==> src/rtl/bist_pkg.sv <==
// Shared constants and state encoding for the self-test report transmitter.
// BIST_REPORT_CHECKSUM_EN appends an XOR checksum byte to the frame.
package bist_pkg;

  localparam logic [7:0] FRAME_HEADER = 8'hA5;

  typedef enum logic [2:0] {
    IDLE  = 3'd0,
    START = 3'd1,
    DATA  = 3'd2,
    STOP  = 3'd3,
    NEXT  = 3'd4
  } state_t;

`ifdef BIST_REPORT_CHECKSUM_EN
  localparam int NBYTES = 11;
`else
  localparam int NBYTES = 10;
`endif

endpackage

==> src/rtl/bist_report_tx_if.sv <==
// Self-test result bus: counters and done flag in, UART line and status out.
interface bist_report_tx_if #(
  parameter int CNT_W = 9
);
  logic             done;
  logic [CNT_W-1:0] t1attempts;
  logic [CNT_W-1:0] t1fails;
  logic [CNT_W-1:0] t2attempts;
  logic [CNT_W-1:0] t2fails;
  logic             txd;
  logic             busy;
  logic             pass;
  logic             pass_valid;
  logic             report_done;

  modport master (
    output done, t1attempts, t1fails, t2attempts, t2fails,
    input  txd, busy, pass, pass_valid, report_done
  );

  modport slave (
    input  done, t1attempts, t1fails, t2attempts, t2fails,
    output txd, busy, pass, pass_valid, report_done
  );
endinterface

==> src/rtl/uart_tx_byte.sv <==
// 8N1 UART byte transmitter, LSB first; loads a byte on start while ready.
module uart_tx_byte
  import bist_pkg::*;
#(
  parameter int CLKS_PER_BIT = 868
) (
  input  logic       clock,
  input  logic       rst_n,
  input  logic       start,
  input  logic [7:0] data,
  output logic       ready,
  output logic       byte_done,
  output logic       txd
);

  localparam int CW = (CLKS_PER_BIT > 1) ? $clog2(CLKS_PER_BIT) : 1;
  localparam logic [CW-1:0] LAST = CW'(CLKS_PER_BIT - 1);

  state_t        state;
  logic [CW-1:0] cnt;
  logic [2:0]    bit_idx;
  logic [7:0]    sh;

  assign ready     = (state == IDLE);
  assign byte_done = (state == STOP) && (cnt == LAST);

  always_ff @(posedge clock or negedge rst_n) begin
    if (!rst_n) begin
      state   <= IDLE;
      cnt     <= '0;
      bit_idx <= '0;
      sh      <= '0;
      txd     <= 1'b1;
    end else begin
      case (state)
        IDLE: begin
          txd <= 1'b1;
          if (start) begin
            sh    <= data;
            cnt   <= '0;
            txd   <= 1'b0;
            state <= START;
          end
        end
        START: begin
          if (cnt == LAST) begin
            cnt     <= '0;
            bit_idx <= '0;
            txd     <= sh[0];
            state   <= DATA;
          end else begin
            cnt <= cnt + 1'b1;
          end
        end
        DATA: begin
          if (cnt == LAST) begin
            cnt <= '0;
            if (bit_idx == 3'd7) begin
              txd   <= 1'b1;
              state <= STOP;
            end else begin
              // txd takes the next bit straight from the unshifted register
              bit_idx <= bit_idx + 1'b1;
              sh      <= {1'b0, sh[7:1]};
              txd     <= sh[1];
            end
          end else begin
            cnt <= cnt + 1'b1;
          end
        end
        STOP: begin
          if (cnt == LAST) begin
            cnt   <= '0;
            state <= IDLE;
          end else begin
            cnt <= cnt + 1'b1;
          end
        end
        default: begin
          state <= IDLE;
          txd   <= 1'b1;
        end
      endcase
    end
  end

endmodule

==> src/rtl/bist_report_tx.sv <==
// Captures self-test counters on done rising, latches the verdict and sends
// the result frame over UART. BIST_REPORT_CHECKSUM_EN adds a checksum byte.
module bist_report_tx
  import bist_pkg::*;
#(
  parameter int CLKS_PER_BIT = 868,
  parameter int CNT_W        = 9,
  parameter int EXP_ATTEMPTS = 256
) (
  input  logic             clock,
  input  logic             reset_n,
  bist_report_tx_if.slave  bus
);

  localparam logic [CNT_W-1:0] EXP_CNT  = CNT_W'(EXP_ATTEMPTS);
  localparam logic [3:0]       LAST_IDX = 4'(NBYTES);

  logic [1:0]  rst_sync;
  logic        rst_n;
  state_t      state;
  logic [3:0]  idx;
  logic        done_q;
  logic [15:0] s_t1a, s_t1f, s_t2a, s_t2f;
  logic        pass_r, pass_valid_r, busy_r, report_done_r;
  logic        trigger, verdict, start, ready, byte_done, txd;
  logic [7:0]  tx_byte;

  // Reset asserts asynchronously but releases on a clock edge.
  always_ff @(posedge clock or negedge reset_n) begin
    if (!reset_n) rst_sync <= '0;
    else          rst_sync <= {rst_sync[0], 1'b1};
  end
  assign rst_n = rst_sync[1];

  assign trigger = bus.done && !done_q && (state == IDLE) && ready;
  assign verdict = (bus.t1fails == '0) && (bus.t2fails == '0) &&
                   (bus.t1attempts == EXP_CNT) && (bus.t2attempts == EXP_CNT);

  // Header is constant, so byte 0 launches in the capture cycle itself.
  assign start = trigger || ((state == NEXT) && (idx != LAST_IDX) && ready);

  always_ff @(posedge clock or negedge rst_n) begin
    if (!rst_n) begin
      state         <= IDLE;
      idx           <= '0;
      done_q        <= 1'b0;
      s_t1a         <= '0;
      s_t1f         <= '0;
      s_t2a         <= '0;
      s_t2f         <= '0;
      pass_r        <= 1'b0;
      pass_valid_r  <= 1'b0;
      busy_r        <= 1'b0;
      report_done_r <= 1'b0;
    end else begin
      done_q        <= bus.done;
      report_done_r <= 1'b0;
      case (state)
        IDLE: begin
          if (trigger) begin
            s_t1a        <= 16'(bus.t1attempts);
            s_t1f        <= 16'(bus.t1fails);
            s_t2a        <= 16'(bus.t2attempts);
            s_t2f        <= 16'(bus.t2fails);
            pass_r       <= verdict;
            pass_valid_r <= 1'b1;
            busy_r       <= 1'b1;
            idx          <= '0;
            state        <= DATA;
          end
        end
        DATA: begin
          if (byte_done) begin
            idx   <= idx + 1'b1;
            state <= NEXT;
          end
        end
        NEXT: begin
          if (idx == LAST_IDX) begin
            idx           <= '0;
            busy_r        <= 1'b0;
            report_done_r <= 1'b1;
            state         <= IDLE;
          end else if (ready) begin
            state <= DATA;
          end
        end
        default: state <= IDLE;
      endcase
    end
  end

`ifdef BIST_REPORT_CHECKSUM_EN
  logic [7:0] checksum;
  assign checksum = s_t1a[15:8] ^ s_t1a[7:0] ^ s_t1f[15:8] ^ s_t1f[7:0] ^
                    s_t2a[15:8] ^ s_t2a[7:0] ^ s_t2f[15:8] ^ s_t2f[7:0] ^
                    {7'b0, pass_r};
`endif

  always_comb begin
    tx_byte = '0;
    case (idx)
      4'd0: tx_byte = FRAME_HEADER;
      4'd1: tx_byte = s_t1a[15:8];
      4'd2: tx_byte = s_t1a[7:0];
      4'd3: tx_byte = s_t1f[15:8];
      4'd4: tx_byte = s_t1f[7:0];
      4'd5: tx_byte = s_t2a[15:8];
      4'd6: tx_byte = s_t2a[7:0];
      4'd7: tx_byte = s_t2f[15:8];
      4'd8: tx_byte = s_t2f[7:0];
      4'd9: tx_byte = {7'b0, pass_r};
`ifdef BIST_REPORT_CHECKSUM_EN
      4'd10: tx_byte = checksum;
`endif
      default: tx_byte = '0;
    endcase
  end

  uart_tx_byte #(
    .CLKS_PER_BIT(CLKS_PER_BIT)
  ) u_uart (
    .clock     (clock),
    .rst_n     (rst_n),
    .start     (start),
    .data      (tx_byte),
    .ready     (ready),
    .byte_done (byte_done),
    .txd       (txd)
  );

  assign bus.txd         = txd;
  assign bus.busy        = busy_r;
  assign bus.pass        = pass_r;
  assign bus.pass_valid  = pass_valid_r;
  assign bus.report_done = report_done_r;

endmodule

==> src/flat_wrapper.sv <==
// flat-port wrapper written by rule: the top's interface ports become plain ports
module bist_report_tx_flat import bist_pkg::*;
#(
  parameter int CLKS_PER_BIT = 868,
  parameter int CNT_W        = 9,
  parameter int EXP_ATTEMPTS = 256
)
  (clock, reset_n, bus_done, bus_t1attempts, bus_t1fails, bus_t2attempts, bus_t2fails, bus_txd, bus_busy, bus_pass, bus_pass_valid, bus_report_done);
  bist_report_tx_if #(.CNT_W(CNT_W)) bus_i ();
  input  logic clock;
  input  logic reset_n;
  input wire logic [$bits(bus_i.done)-1:0] bus_done;
  input wire logic [$bits(bus_i.t1attempts)-1:0] bus_t1attempts;
  input wire logic [$bits(bus_i.t1fails)-1:0] bus_t1fails;
  input wire logic [$bits(bus_i.t2attempts)-1:0] bus_t2attempts;
  input wire logic [$bits(bus_i.t2fails)-1:0] bus_t2fails;
  output wire logic [$bits(bus_i.txd)-1:0] bus_txd;
  output wire logic [$bits(bus_i.busy)-1:0] bus_busy;
  output wire logic [$bits(bus_i.pass)-1:0] bus_pass;
  output wire logic [$bits(bus_i.pass_valid)-1:0] bus_pass_valid;
  output wire logic [$bits(bus_i.report_done)-1:0] bus_report_done;
  assign bus_i.done = bus_done;
  assign bus_i.t1attempts = bus_t1attempts;
  assign bus_i.t1fails = bus_t1fails;
  assign bus_i.t2attempts = bus_t2attempts;
  assign bus_i.t2fails = bus_t2fails;
  assign bus_txd = bus_i.txd;
  assign bus_busy = bus_i.busy;
  assign bus_pass = bus_i.pass;
  assign bus_pass_valid = bus_i.pass_valid;
  assign bus_report_done = bus_i.report_done;
  bist_report_tx #(.CLKS_PER_BIT(CLKS_PER_BIT), .CNT_W(CNT_W), .EXP_ATTEMPTS(EXP_ATTEMPTS)) u_core (.clock(clock), .reset_n(reset_n), .bus(bus_i));
endmodule
==> config.mk <==
export PLATFORM = sky130hd
export DESIGN_NAME = bist_report_tx_flat
export DESIGN_NICKNAME = d
export VERILOG_FILES = /design/src/rtl/bist_pkg.sv /design/src/rtl/bist_report_tx_if.sv /design/src/rtl/uart_tx_byte.sv /design/src/rtl/bist_report_tx.sv /design/src/flat_wrapper.sv
export SDC_FILE = /design/constraint.sdc
export NUM_CORES = 1
export LEC_CHECK = 0
export BUFFER_PORTS_ARGS = -buffer_cell sky130_fd_sc_hd__buf_2
export CAP_MARGIN = 5
export CELL_PAD_IN_SITES_DETAIL_PLACEMENT = 1
export CELL_PAD_IN_SITES_GLOBAL_PLACEMENT = 2
export CORE_MARGIN = 2
export CORE_UTILIZATION = 38
export CTS_CLUSTER_DIAMETER = 200
export DETAILED_ROUTE_END_ITERATION = 8
export PLACE_DENSITY_LB_ADDON = 0.1
export SYNTH_ARGS = -nofsm -noshare
export SYNTH_HDL_FRONTEND = slang
export SYNTH_SLANG_ARGS = --single-unit
==> constraint.sdc <==
create_clock -name clock -period 3.08 [get_ports clock]
set_clock_uncertainty 0.1 [all_clocks]
set_input_delay 0.308 -clock clock [delete_from_list [all_inputs] [get_ports clock]]
set_output_delay 0.308 -clock clock [all_outputs]
set_load 0.02 [all_outputs]
# After elaboration in Yosys (flattened, before gate mapping)

Index checks and enable logic that the tools add are counted.

Div/mod/pow operators: 0
Multiplexer cells: 36
Eq/ne operators: 30
Reductions and logical operators: 31
Shifts and indexed selects: 0
$add $sub $neg: 3
Order comparisons: 0
Bitwise operators: 1
$mul: 0

Operator list:

| operator                                                        | number |
|---|---|
| 8-bit one-hot mux with 10 select lines                          | 1 |
| 3-bit two-way mux                                               | 11 |
| 8-bit two-way mux                                               | 3 |
| 10-bit two-way mux                                              | 2 |
| 10-bit one-hot mux with 2 select lines                          | 1 |
| 9-bit == test, second input constant                            | 2 |
| 9-bit logical NOT                                               | 2 |
| 4-bit by 3-bit == test with 1-bit output, second input constant | 4 |
| 8-bit one-hot mux with 2 select lines                           | 1 |
| 4-bit == test, second input constant                            | 3 |
| 4-bit two-way mux                                               | 3 |
| 3-bit one-hot mux with 4 select lines                           | 1 |
| 4-bit one-hot mux with 3 select lines                           | 1 |
| 4-bit AND reduction                                             | 3 |
| 10-bit by 1-bit adder with 10-bit output, second input constant | 1 |
| 10-bit == test, second input constant                           | 1 |
| 2-bit != test, second input constant                            | 5 |
| 3-bit by 2-bit == test with 1-bit output, second input constant | 3 |
| 1-bit logical AND                                               | 9 |
| 3-bit one-hot mux with 3 select lines                           | 1 |
| 3-bit AND reduction                                             | 3 |
| 4-bit by 2-bit == test with 1-bit output, second input constant | 2 |
| 1-bit two-way mux                                               | 8 |
| 2-bit by 1-bit != test with 1-bit output, second input constant | 4 |
| other kinds (20)                                                | 26 |

Logic and storage cells: 118
Register bits after elaboration: 75
Memory bits (writable): 0
Memories kept: 0
Bits of input ports: 39
Bits in latches: 0
Output and inout bits: 5
Bits in read-only memories: 0

# Depth between registers and ports, before layout

Depth after elaboration: 7
Mapped depth: 7
Mapped depth without buffers: 7

# Hierarchy

Synthesis repeated with hierarchy kept, for this count alone.

Cells, all modules: 324
Area, all modules: 3778.6 µm²

By module, submodules not included:

| module         | area each (µm²) | instances | sequential area each (µm²) | cells each |
|---|---|---|---|---|
| bist_report_tx | 2369.8          | 1         | 1226.2                     | 192 |
| uart_tx_byte   | 1408.9          | 1         | 601.8                      | 132 |

# Worst setup path before layout

No wires, ideal clock.

Kind: reg2reg
Start: register u_core.u_uart.cnt[4]
End: register u_core.u_uart.sh[0]
Cell stages (with the launch flop): 7
Required time: 2.855 ns
Period minus slack after synthesis: 2.017 ns
Arrival: 1.792 ns
Path buffers: 1
Library setup time: 0.125 ns
Slack: 1.063 ns
Path through: dfrtp_1 > or3_4 > or3_1 > buf_6 > o22ai_4 > nand2_4 > mux2_4

Longest elaborated chain between the ends: 3

Ends and longest elaborated chain:

| item                          | line               | text |
|---|---|---|
| from (decl)                   | uart_tx_byte.sv:20 | `logic [CW-1:0] cnt;` |
| from (signal assigned)        | uart_tx_byte.sv:52 | `cnt <= cnt + 1'b1;` |
| from (signal assigned)        | uart_tx_byte.sv:68 | `cnt <= cnt + 1'b1;` |
| from (signal assigned)        | uart_tx_byte.sv:76 | `cnt <= cnt + 1'b1;` |
| 10-bit == test                | uart_tx_byte.sv:56 | `if (cnt == LAST) begin` |
| 2-bit != test (no line)       | n/a                |  |
| 4-bit AND reduction (no line) | n/a                |  |
| to (signal assigned)          | uart_tx_byte.sv:39 | `sh <= data;` |
| to (signal assigned)          | uart_tx_byte.sv:64 | `sh <= {1'b0, sh[7:1]};` |
| to (decl)                     | uart_tx_byte.sv:22 | `logic [7:0] sh;` |

No other way between the ends.
A chain may end at the register's enable or synchronous reset.

# Final worst setup path

Start: register u_core.u_uart.state[0]
End: register u_core.u_uart.sh[7]

Longest elaborated chain between the ends: 5
Elaborated cells on any way between the ends: 11
Those cells by class: eq/ne: 4; mux: 1; reduce/logical: 6

Ends and longest elaborated chain:

| item                                               | line                                       | text |
|---|---|---|
| from (decl)                                        | uart_tx_byte.sv:19                         | `state_t state;` |
| from (signal assigned)                             | uart_tx_byte.sv:29                         | `state <= IDLE;` |
| from (signal assigned)                             | uart_tx_byte.sv:42                         | `state <= START;` |
| from (signal assigned)                             | uart_tx_byte.sv:50                         | `state <= DATA;` |
| 3-bit logical NOT                                  | uart_tx_byte.sv:24, uart_tx_byte.sv:35     |  |
| 1-bit logical AND, on equally long branches        | bist_report_tx.sv:35, bist_report_tx.sv:40 |  |
| 1-bit logical OR                                   | bist_report_tx.sv:40                       | `assign start = trigger \|\| ((state == NEXT) && (idx != LAST_IDX) && ready);` |
| 2-bit by 1-bit != test with 1-bit output (no line) | n/a                                        |  |
| 4-bit AND reduction (no line)                      | n/a                                        |  |

Parallel ways exist; a longest one is shown, timed or not.

==> run summary <==
clk slew on worst S/H paths -> 0.09 ns
CP cell instances -> inv_1 -> ha_1 -> nand2b_1 -> o22ai_4 -> nand2_4 -> mux2_4
synth top area cells -> dfrtp_1, mux2_2, ha_1
Worst path max stage delay -> 0.68 ns
Worst-Skew Late Latency -> 0.35 ns
Worst setup EP type -> register
max frequency -> 0.422 GHz
cell taking the most area after synthesis -> dfrtp_1
outcome -> finished, final reports clean
Leak Pwr -> 2.10 nW
area taken by multi-input logic gates -> 1830 um2
Gate Count Post-Synth -> 335
commonest non-fill, non-tap cell in the layout -> dfrtp_1
Starting Density -> 38.7%
Num Clock Sinks -> 73
fill count -> 1,099
1st-iter DRT viols -> 71
post-synthesis average cell area -> 11.2 um2
fin crit share -> 76.9%
Nets -> 436
Pre-antenna DRT Iters -> 4
Total GRT Usage -> 19.4%
worst vdd ir -> 0.189 mV
total gr overflow -> 0
core area -> 9680 um2
number of antenna violations at the first check in global routing -> 0
CP max stage cell -> ha_1
fin crit period -> 2.37 ns
Seq cells post-synth -> 73
Area Growth Syn to Fin -> 15.4%
Max-cap violations -> 0
DP HPWL -> 6.86 mm
FF/Latch Area -> 1830 um2
Die Y -> 103 um
DRC Markers -> 0
DRT antenna net count -> 0
unrepaired setup endpoints after global routing -> false
Yosys cell types -> 51
commonest cells after routing, fill and taps aside -> dfrtp_1, buf_2, mux2_2
power consumption -> 1.80 mW
Hold Crit Class -> input pin to register
Setup Buffers After CTS -> 0
vias in the first global route -> 2,840
Yosys top cell area share -> 48.0%
worst path required time -> 3.21 ns
Slew Limit Fails -> 0
die area -> 10,700 um2
Post-Synthesis Cell Area -> 3750 um2
share of layout cells above drive strength 1 -> 29.9%
Post-Syn Nets -> 388
WP data arrival -> 2.50 ns
row count -> 36
Crit path buffers/inverters -> 1
TritonCTS Buffers -> 9
post_cts resized -> 0
CTS Root Cell -> clkbuf_8
ANT cells -> 0
Vias/cell -> 5.35
Final Hold Viols -> 0
first-pass GRT wire length -> 15.6 mm
Setup crit start kind -> register
Worst slew margin -> 47.3%
global placer's final weighted congestion -> 0.753
final setup TNS -> 0 ns
Routed WL per cell -> 18.1 um
Ys Warns -> 0
quantity of hold-fixing buffers added after cts -> 2
vias after detailed routing -> 2,786
Die X -> 103 um
pin count of the biggest net entering global routing -> 52
Worst Tran Pin Value -> 0.784 ns
PortBufs -> 43
Total Wirelength -> 9.46 mm
CTS H-tree depth -> 3
Setup Viol. Count Final -> 0
CTS tree -> yes
register area share after synthesis -> 48.7%
Crit Path Category -> register to register
I/O Pins -> 44
CP top delay family -> adder cells
PwrDens -> 415 nW/um2
CTS Buffer Depth -> 2
crit path max fanout -> 22
-- final cells by class --
| class | count | share of cell area, % |
|---|---|---|
| flip-flops and latches | 73 | 42.2 |
| multi-input cells | 238 | 42.2 |
| repair buffers | 49 | 6.13 |
| well taps | 133 | 3.84 |
| clock buffers | 10 | 2.95 |
| clock inverters | 6 | 1.59 |
| inverters | 12 | 1.04 |
-- final timing paths --
| check | to | cells past startpoint | from | slack, ns |
|---|---|---|---|---|
| min | u_core.s_t2a[8] | 2 | bus_t2attempts[8] | 0.09 |
| min reg2reg | u_core.u_uart.cnt[1] | 1 | u_core.rst_sync[1] | 0.16 |
| max | u_core.u_uart.sh[7] | 6 | u_core.u_uart.state[0] | 0.71 |
| min in group asynchronous | u_core.rst_sync[1] | 2 | reset_n | 0.15 |
| max reg2reg | u_core.u_uart.sh[7] | 6 | u_core.u_uart.state[0] | 0.71 |
| max in group asynchronous | u_core.u_uart.sh[1] | 1 | u_core.rst_sync[1] | 2.10 |
-- synthesized netlist by cell type, drive strengths merged --
library cell  instances
o311ai                1
o21ai                26
o31ai                 5
a221o                 1
o211a                 1
mux2i                 4
o31a                  1
nor2                 14
dfstp                 1
nand4                 3
a21boi                1
buf                   3
nor2b                 7
nor4                  8
and3                  4
a22o                  8
a211oi                3
conb                  1
nor3                  5
nand3b                2
o2bb2ai               1
o32a                  1
o22a                  1
a32oi                 3
dfrtp                72
a311o                 1
nand2                24
a21o                  1
a32o                  4
a22oi                 3
ha                   14
a21oi                11
clkbuf                9
a31oi                 2
o41ai                 1
nand4b                1
nand3                10
a21bo                 1
or3                   2
and3b                 1
mux2                 46
nand2b               10
inv                  12
o22ai                 2
nor4b                 3
-- where the power goes --
part           internal, mW  switching, mW  leakage [nW]
Sequential            0.960       0.000766         0.983
Clock                 0.378          0.399        0.0964
Combinational        0.0228         0.0349          1.02
Total                  1.36          0.435          2.10
-- routing by layer --
layer	GRT usage, %	routed length [um]
met1	29.1	4940
met2	29.0	4200
met3	3.09	216
met4	5.47	101
met5	0	0
-- state kept, by name (all words and copies together), names as in the netlist --
signal                  flops
u_core.u_uart.sh            8
u_core.state                2
u_core.idx                  4
u_core.s_t1a                9
u_core.s_t1f                9
u_core.bus.pass_valid       1
u_core.rst_sync             2
u_core.u_uart.bit_idx       3
u_core.done_q               1
u_core.bus.pass             1
u_core.u_uart.cnt          10
u_core.u_uart.state         2
u_core.bus.report_done      1
u_core.u_uart.txd           1
u_core.s_t2f                9
u_core.bus.busy             1
u_core.s_t2a                9
-- cell families after synthesis --
family / Yosys count / share of synthesized area, %
buffers and inverters: 24 / 2.60
AO/OA/AOI/OAI: 79 / 14.7
flip-flops: 73 / 48.7
other: 1 / 0.100
multiplexers: 50 / 15.7
adder cells (fa/ha/maj): 14 / 4.67
AND/OR/NAND/NOR: 94 / 13.5
-- worst reg2reg max path, delay by kind of cell (launching register included) --
kind,cells,cell delay (ns)
DFF,1,0.45
adders and majority gates,1,0.68
buffers and inverters,1,0.15
AOI/OAI and AO/OA,1,0.17
muxes,1,0.33
and+or+nand+nor,2,0.38
-- stage by stage --
| stage | worst slack [ns] | instance area (um2) | hold WS (ns) | cells | util [%] |
|---|---|---|---|---|---|
| 2_1_floorplan | 0.798 | 3750 | -0.0876 | 335 | - |
| 3_3_place_gp | 0.780 | 4110 | -0.00657 | 503 | 42.5 |
| 3_5_place_dp | 0.691 | 4110 | -0.00400 | 503 | 42.5 |
| 4_1_cts | 0.682 | 4330 | 0.0828 | 521 | 44.7 |
| 5_1_grt | 0.465 | 4330 | 0.0857 | 521 | 44.7 |
| 6_report | 0.712 | 4330 | 0.0946 | 521 | 44.7 |
Power figures use the tool's default switching activity.
